[src/rtl/stream_syn_fifo_controller.sv]
// ============================================================================
// Module   : stream_syn_fifo_controller
// Brief    : Single-clock frame FIFO controller for an external 1-cycle RAM,
//            with head reservation, almost-full flag and drop-on-overflow.
// Revision : 1.0
// ============================================================================
`default_nettype none

module stream_syn_fifo_controller #(
    parameter int FWFTEN    = 1,
    parameter int ADDRWIDTH = 6,
    parameter int FIFODEPTH = 44,
    parameter int HEADSIZE  = 0,
    parameter int AFULLTH   = 40,
    parameter int DROPEN    = 0
) (
    input  logic                 clk,
    input  logic                 rst_n,
    input  logic [2:0]           w_ctrl,
    input  logic [ADDRWIDTH-1:0] w_head_idx,
    output logic                 w_full,
    output logic                 w_afull,
    output logic                 w_error,
    output logic [ADDRWIDTH:0]   w_counter,
    input  logic                 r_en,
    output logic                 r_valid,
    output logic                 r_error,
    output logic [ADDRWIDTH:0]   r_counter,
    output logic [ADDRWIDTH-1:0] w_ram_addr,
    output logic                 w_ram_en,
    output logic [ADDRWIDTH-1:0] r_ram_addr,
    output logic                 r_ram_en
);

    typedef logic [ADDRWIDTH:0]   cnt_t;
    typedef logic [ADDRWIDTH-1:0] ptr_t;

    localparam cnt_t DEPTH_C = cnt_t'(FIFODEPTH);
    localparam cnt_t HEAD_C  = cnt_t'(HEADSIZE);
    localparam cnt_t HEAD1_C = cnt_t'(HEADSIZE + 1);
    localparam cnt_t AFULL_C = cnt_t'(AFULLTH);

    localparam logic [2:0] CMD_NOP    = 3'd0;
    localparam logic [2:0] CMD_WRITE  = 3'd1;
    localparam logic [2:0] CMD_COMMIT = 3'd2;
    localparam logic [2:0] CMD_ABORT  = 3'd3;
    localparam logic [2:0] CMD_HEADWR = 3'd4;

    typedef enum logic [1:0] {
        ST_IDLE  = 2'd0,
        ST_FRAME = 2'd1,
        ST_DROP  = 2'd2
    } state_t;

    state_t state_q, state_d;
    ptr_t   rptr_q, rptr_d;
    ptr_t   cptr_q, cptr_d;
    ptr_t   wptr_q, wptr_d;
    cnt_t   flen_q, flen_d;
    cnt_t   rcnt_q, rcnt_d;
    cnt_t   wcnt_q, wcnt_d;
    logic   wfull_q, wfull_d;
    logic   wafull_q, wafull_d;
    logic   werr_q, werr_d;
    logic   rerr_q, rerr_d;
    logic   rvalid_q, rvalid_d;

    logic   wr_en;
    ptr_t   wr_addr;
    logic   rd_en;
    cnt_t   commit_len;
    logic   head_ok;

    // Modular add: inc never exceeds the depth, so one correction is enough.
    function automatic ptr_t ptr_add(input ptr_t p, input cnt_t inc);
        cnt_t s;
        s = {1'b0, p} + inc;
        if (s >= DEPTH_C) begin
            s = s - DEPTH_C;
        end
        return s[ADDRWIDTH-1:0];
    endfunction

    assign head_ok = ((cnt_t'(w_head_idx) + cnt_t'(1)) <= HEAD_C);

    always_comb begin
        state_d    = state_q;
        cptr_d     = cptr_q;
        wptr_d     = wptr_q;
        flen_d     = flen_q;
        wr_en      = 1'b0;
        wr_addr    = '0;
        werr_d     = 1'b0;
        commit_len = '0;
        case (state_q)
            ST_IDLE: begin
                case (w_ctrl)
                    CMD_NOP, CMD_COMMIT, CMD_ABORT: ;
                    CMD_WRITE: begin
                        if ((DEPTH_C - wcnt_q) >= HEAD1_C) begin
                            wr_en   = 1'b1;
                            wr_addr = ptr_add(cptr_q, HEAD_C);
                            wptr_d  = ptr_add(cptr_q, HEAD1_C);
                            flen_d  = HEAD1_C;
                            state_d = ST_FRAME;
                        end else begin
                            werr_d = 1'b1;
                        end
                    end
                    default: werr_d = 1'b1;
                endcase
            end
            ST_FRAME: begin
                case (w_ctrl)
                    CMD_NOP: ;
                    CMD_WRITE: begin
                        if (wcnt_q < DEPTH_C) begin
                            wr_en   = 1'b1;
                            wr_addr = wptr_q;
                            wptr_d  = ptr_add(wptr_q, cnt_t'(1));
                            flen_d  = flen_q + cnt_t'(1);
                        end else begin
                            werr_d = 1'b1;
                            if (DROPEN != 0) begin
                                state_d = ST_DROP;
                            end
                        end
                    end
                    CMD_HEADWR: begin
                        if (head_ok) begin
                            wr_en   = 1'b1;
                            wr_addr = ptr_add(cptr_q, cnt_t'(w_head_idx));
                        end else begin
                            werr_d = 1'b1;
                        end
                    end
                    CMD_COMMIT: begin
                        cptr_d     = wptr_q;
                        commit_len = flen_q;
                        flen_d     = '0;
                        state_d    = ST_IDLE;
                    end
                    CMD_ABORT: begin
                        wptr_d  = cptr_q;
                        flen_d  = '0;
                        state_d = ST_IDLE;
                    end
                    default: werr_d = 1'b1;
                endcase
            end
            ST_DROP: begin
                case (w_ctrl)
                    CMD_NOP, CMD_WRITE, CMD_HEADWR: ;
                    CMD_COMMIT, CMD_ABORT: begin
                        wptr_d  = cptr_q;
                        flen_d  = '0;
                        state_d = ST_IDLE;
                    end
                    default: werr_d = 1'b1;
                endcase
            end
            default: state_d = ST_IDLE;
        endcase
    end

    always_comb begin
        if (FWFTEN != 0) begin
            rd_en    = (rcnt_q != '0) && (!rvalid_q || r_en);
            rerr_d   = r_en && !rvalid_q;
            rvalid_d = rd_en ? 1'b1 : (r_en ? 1'b0 : rvalid_q);
        end else begin
            rd_en    = r_en && (rcnt_q != '0);
            rerr_d   = r_en && (rcnt_q == '0);
            rvalid_d = rd_en;
        end
        rptr_d = rd_en ? ptr_add(rptr_q, cnt_t'(1)) : rptr_q;
        // Commit and fetch deltas combine so a same-cycle read loses nothing.
        rcnt_d   = rcnt_q + commit_len - cnt_t'(rd_en);
        wcnt_d   = rcnt_d + flen_d;
        wfull_d  = (state_d == ST_IDLE) ? ((DEPTH_C - wcnt_d) < HEAD1_C)
                                        : (wcnt_d == DEPTH_C);
        wafull_d = (wcnt_d >= AFULL_C);
    end

    always_ff @(posedge clk or negedge rst_n) begin
        if (!rst_n) begin
            state_q  <= ST_IDLE;
            rptr_q   <= '0;
            cptr_q   <= '0;
            wptr_q   <= '0;
            flen_q   <= '0;
            rcnt_q   <= '0;
            wcnt_q   <= '0;
            wfull_q  <= 1'b0;
            wafull_q <= 1'b0;
            werr_q   <= 1'b0;
            rerr_q   <= 1'b0;
            rvalid_q <= 1'b0;
        end else begin
            state_q  <= state_d;
            rptr_q   <= rptr_d;
            cptr_q   <= cptr_d;
            wptr_q   <= wptr_d;
            flen_q   <= flen_d;
            rcnt_q   <= rcnt_d;
            wcnt_q   <= wcnt_d;
            wfull_q  <= wfull_d;
            wafull_q <= wafull_d;
            werr_q   <= werr_d;
            rerr_q   <= rerr_d;
            rvalid_q <= rvalid_d;
        end
    end

    // The write strobe is combinational from w_ctrl, so it is masked during reset.
    assign w_ram_en   = wr_en & rst_n;
    assign w_ram_addr = rst_n ? wr_addr : '0;
    assign r_ram_en   = rd_en;
    assign r_ram_addr = rptr_q;
    assign w_full     = wfull_q;
    assign w_afull    = wafull_q;
    assign w_error    = werr_q;
    assign w_counter  = wcnt_q;
    assign r_valid    = rvalid_q;
    assign r_error    = rerr_q;
    assign r_counter  = rcnt_q;

endmodule

`default_nettype wire

[config.mk]
export PLATFORM = sky130hd
export DESIGN_NAME = stream_syn_fifo_controller
export DESIGN_NICKNAME = d
export VERILOG_FILES = /design/src/rtl/stream_syn_fifo_controller.sv
export SDC_FILE = /design/constraint.sdc
export NUM_CORES = 1
export LEC_CHECK = 0
export BUFFER_PORTS_ARGS = -buffer_cell sky130_fd_sc_hd__buf_2
export CAP_MARGIN = 20
export CORE_ASPECT_RATIO = 1.4
export CORE_UTILIZATION = 40
export DETAILED_ROUTE_END_ITERATION = 10
export HOLD_SLACK_MARGIN = 0.02
export PLACE_DENSITY = 0.59
export SYNTH_ARGS = -nofsm -noshare
export SYNTH_HDL_FRONTEND = slang
export SYNTH_SLANG_ARGS = --single-unit
[constraint.sdc]
create_clock -name clk -period 5.15 [get_ports clk]
set_input_delay 0.2575 -clock clk [delete_from_list [all_inputs] [get_ports clk]]
set_output_delay 0.2575 -clock clk [all_outputs]
set_load 0.1 [all_outputs]
==> results.toml <==
[outcome]
status = "complete, no violations"

[timing]
slew_headroom = 0.484
hold_viol = 0
finalCritPeriodShare = 0.930
fin_skew_ns = 0.00352
max_freq_mhz = 209
setup_tns_ns = 0
worstMarginPinSlew_ns = 0.774
setup_viol = 0
period_needed_ns = 4.79
rsz0062_at_grt = "no"
slew_violations = 0

[flow_run]
maxCapViolCount = 0

[floorplan]
die_w_um = 83.6
rows = 41
dieArea_sq_mm = 0.00971
chipHeight_um = 116
coreArea_sq_mm = 0.00903
io_pins = 45
start_util = 0.413

[layout]
final_cell_mix = "nand2_1 (55), dfrtp_1 (46), inv_1 (39)"
num-fill-cells = 936
antennaDiodeCount = 0
drive_gt1_frac = 0.139
area_growth_pct = 11.3
finalNetCount = 523
layout_commonest_cell = "nand2_1"

[logic_synthesis]
netlist_area_sq_mm = 0.00372
ys.flop_type = "dfrtp_1"
synth-async-reset-ratio = 1.00
synth_edf_count = 0
synth-xor-area-share = 0.0608
synthCells = 447
synth_seq_cells = 46
synth_fa_ha_area_frac = 0.128
syn-mean-instance-area_sq_um = 8.33
yosysWarningCount = 0
synth_top_family_by_area = "compound AO/OA/AOI/OAI gates"
synthSimpleGateAreaFrac = 0.195
ys_seq_area_frac = 0.309
synthMuxAreaShare = 0.0319
synth.distinct_cells = 60
synth-compound-area-share = 0.213
synth_fp_nets = 496

[worst_setup_path]
arrival_ns = 4.95
path_class = "register to register"
crit_required_ns = 5.31
crit_fanout = 8
crit_path_start_kind = "register"
crit_path_end_kind = "register"
r2r_cells = 20

[clocking]
clock_path_buffers = 2
clock_sinks = 46
post_cts_buffers = 0
clk_pin_slew_ns = 0.07
htreeDepth = 2
root_buffer = "clkbuf_16"
tritoncts = "done"
clk_latency_ns = 0.29
cts_buffers = 5
holdBufCountCts = 0
cts_resized = 0

[drt]
wl_per_cell_um = 14.9
drc = 0
vias = 3255
drt_iter0_drc = 198
wirelength_um = 8680
drtPass1Iterations = 4
routed_via_density = 5.59
drtAntennaViolNets = 0

[global_route]
gr-total-overflow = 0
antenna_found_initial = 0
grt_pass1_vias = 3116
grt_pass1_wl_um = 15000
grt_max_degree = 49
track_usage = 0.193

[placement]
port_buffers = 38
dp_hpwl_um = 6740
gp_congestion = 0.816

[hold_path]
hp-class = "input port to asynchronous set/reset pin"
-- cells in the mapped netlist (all sizes together) (4+ instances only) --
cell type,count,share of area
o21ai,36,0.048
nand2,55,0.055
mux2,7,0.021
o31ai,5,0.010
and3,7,0.012
a31oi,6,0.010
xnor2,18,0.044
ha,35,0.12
inv,40,0.040
mux2i,4,0.011
a211oi,4,0.011
nand4,6,0.010
nor2b,7,0.012
and2,4,0.0067
clkbuf,19,0.019
nor2,31,0.031
dfrtp,46,0.31
a22o,4,0.0094
a22oi,8,0.016
a21oi,22,0.030
nand3,13,0.017
nor4,5,0.0084
xor2,7,0.016
o21bai,5,0.013
nand2b,8,0.013
a21o,5,0.010
-- cell families (layout without fill, tap and decap cells) --
family,after synthesis,count (layout)
adders and majority gates,37,37
DFF,46,46
xor gates and xnor gates,25,25
and+or+nand+nor,149,149
muxes,11,11
buffers and inverters,61,89
AOI/OAI and AO/OA,118,118
-- sequential cells by signal, indices dropped and copies added (netlist names) --
register    cells
r_ram_addr      6
w_counter       7
wptr_q          6
w_full          1
w_error         1
r_error         1
flen_q          7
state_q         2
r_valid         1
w_afull         1
r_counter       7
cptr_q          6
-- metal layers --
metal  GRT usage  part of all wire
met1       0.229              0.43
met2       0.343              0.51
met3      0.0261             0.023
met4       0.101             0.038
met5           0                 0
-- worst max-delay path: stages (launching register included) --
cell     delay (ns)
dfrtp_1        0.39
or4_1          0.58
nor4_2         0.26
buf_4          0.17
inv_1          0.03
nand2_1        0.21
inv_2          0.16
ha_1           0.31
inv_1          0.06
ha_1           0.15
inv_1          0.05
fa_1           0.47
inv_1          0.08
fa_1           0.59
inv_1          0.07
ha_1           0.21
o21ai_0        0.17
mux2i_1        0.09
nor4_1         0.19
mux2i_1        0.11
nor4_1         0.30
-- final timing paths --
path / slack (ns) / startpoint / to
setup / recovery: 0.36 / r_counter[5]$_DFF_PN0_ / w_full$_DFF_PN0_
hold / removal: 0.06 / rst_n / w_full$_DFF_PN0_
setup reg to reg: 0.36 / r_counter[5]$_DFF_PN0_ / w_full$_DFF_PN0_
hold reg to reg: 0.45 / r_valid$_DFFE_PN0P_ / r_error$_DFF_PN0_
max in group asynchronous: 4.67 / rst_n / wptr_q[1]$_DFFE_PN0P_
min in group clk: 0.19 / r_en / r_error$_DFF_PN0_
-- layout make-up --
type / count / area, sq um / share of cell area
Timing Repair Buffer: 41 / 213 / 0.0513
Inverter: 40 / 150 / 0.0362
Clock buffer: 5 / 125 / 0.0302
Tap cell: 107 / 134 / 0.0323
Sequential cell: 46 / 1150 / 0.278
Multi-Input combinational cell: 340 / 2350 / 0.567
Clock inverter: 3 / 23.8 / 0.00573
-- through the flow --
step	area, sq um	worst slack, ns	util	instances	hold slack (ns)
6_report	4150	0.360	0.459	582	0.0584
4_1_cts	4140	0.162	0.458	582	0.0882
3_5_place_dp	3990	0.179	0.442	574	0.408
5_1_grt	4150	0.0573	0.459	582	0.116
3_3_place_gp	3990	0.311	0.442	574	0.402
2_1_floorplan	3720	0.390	-	447	-0.0381
Power is not shown: default switching activity piles up to over one toggle a cycle in this logic, so the estimate is an artifact.
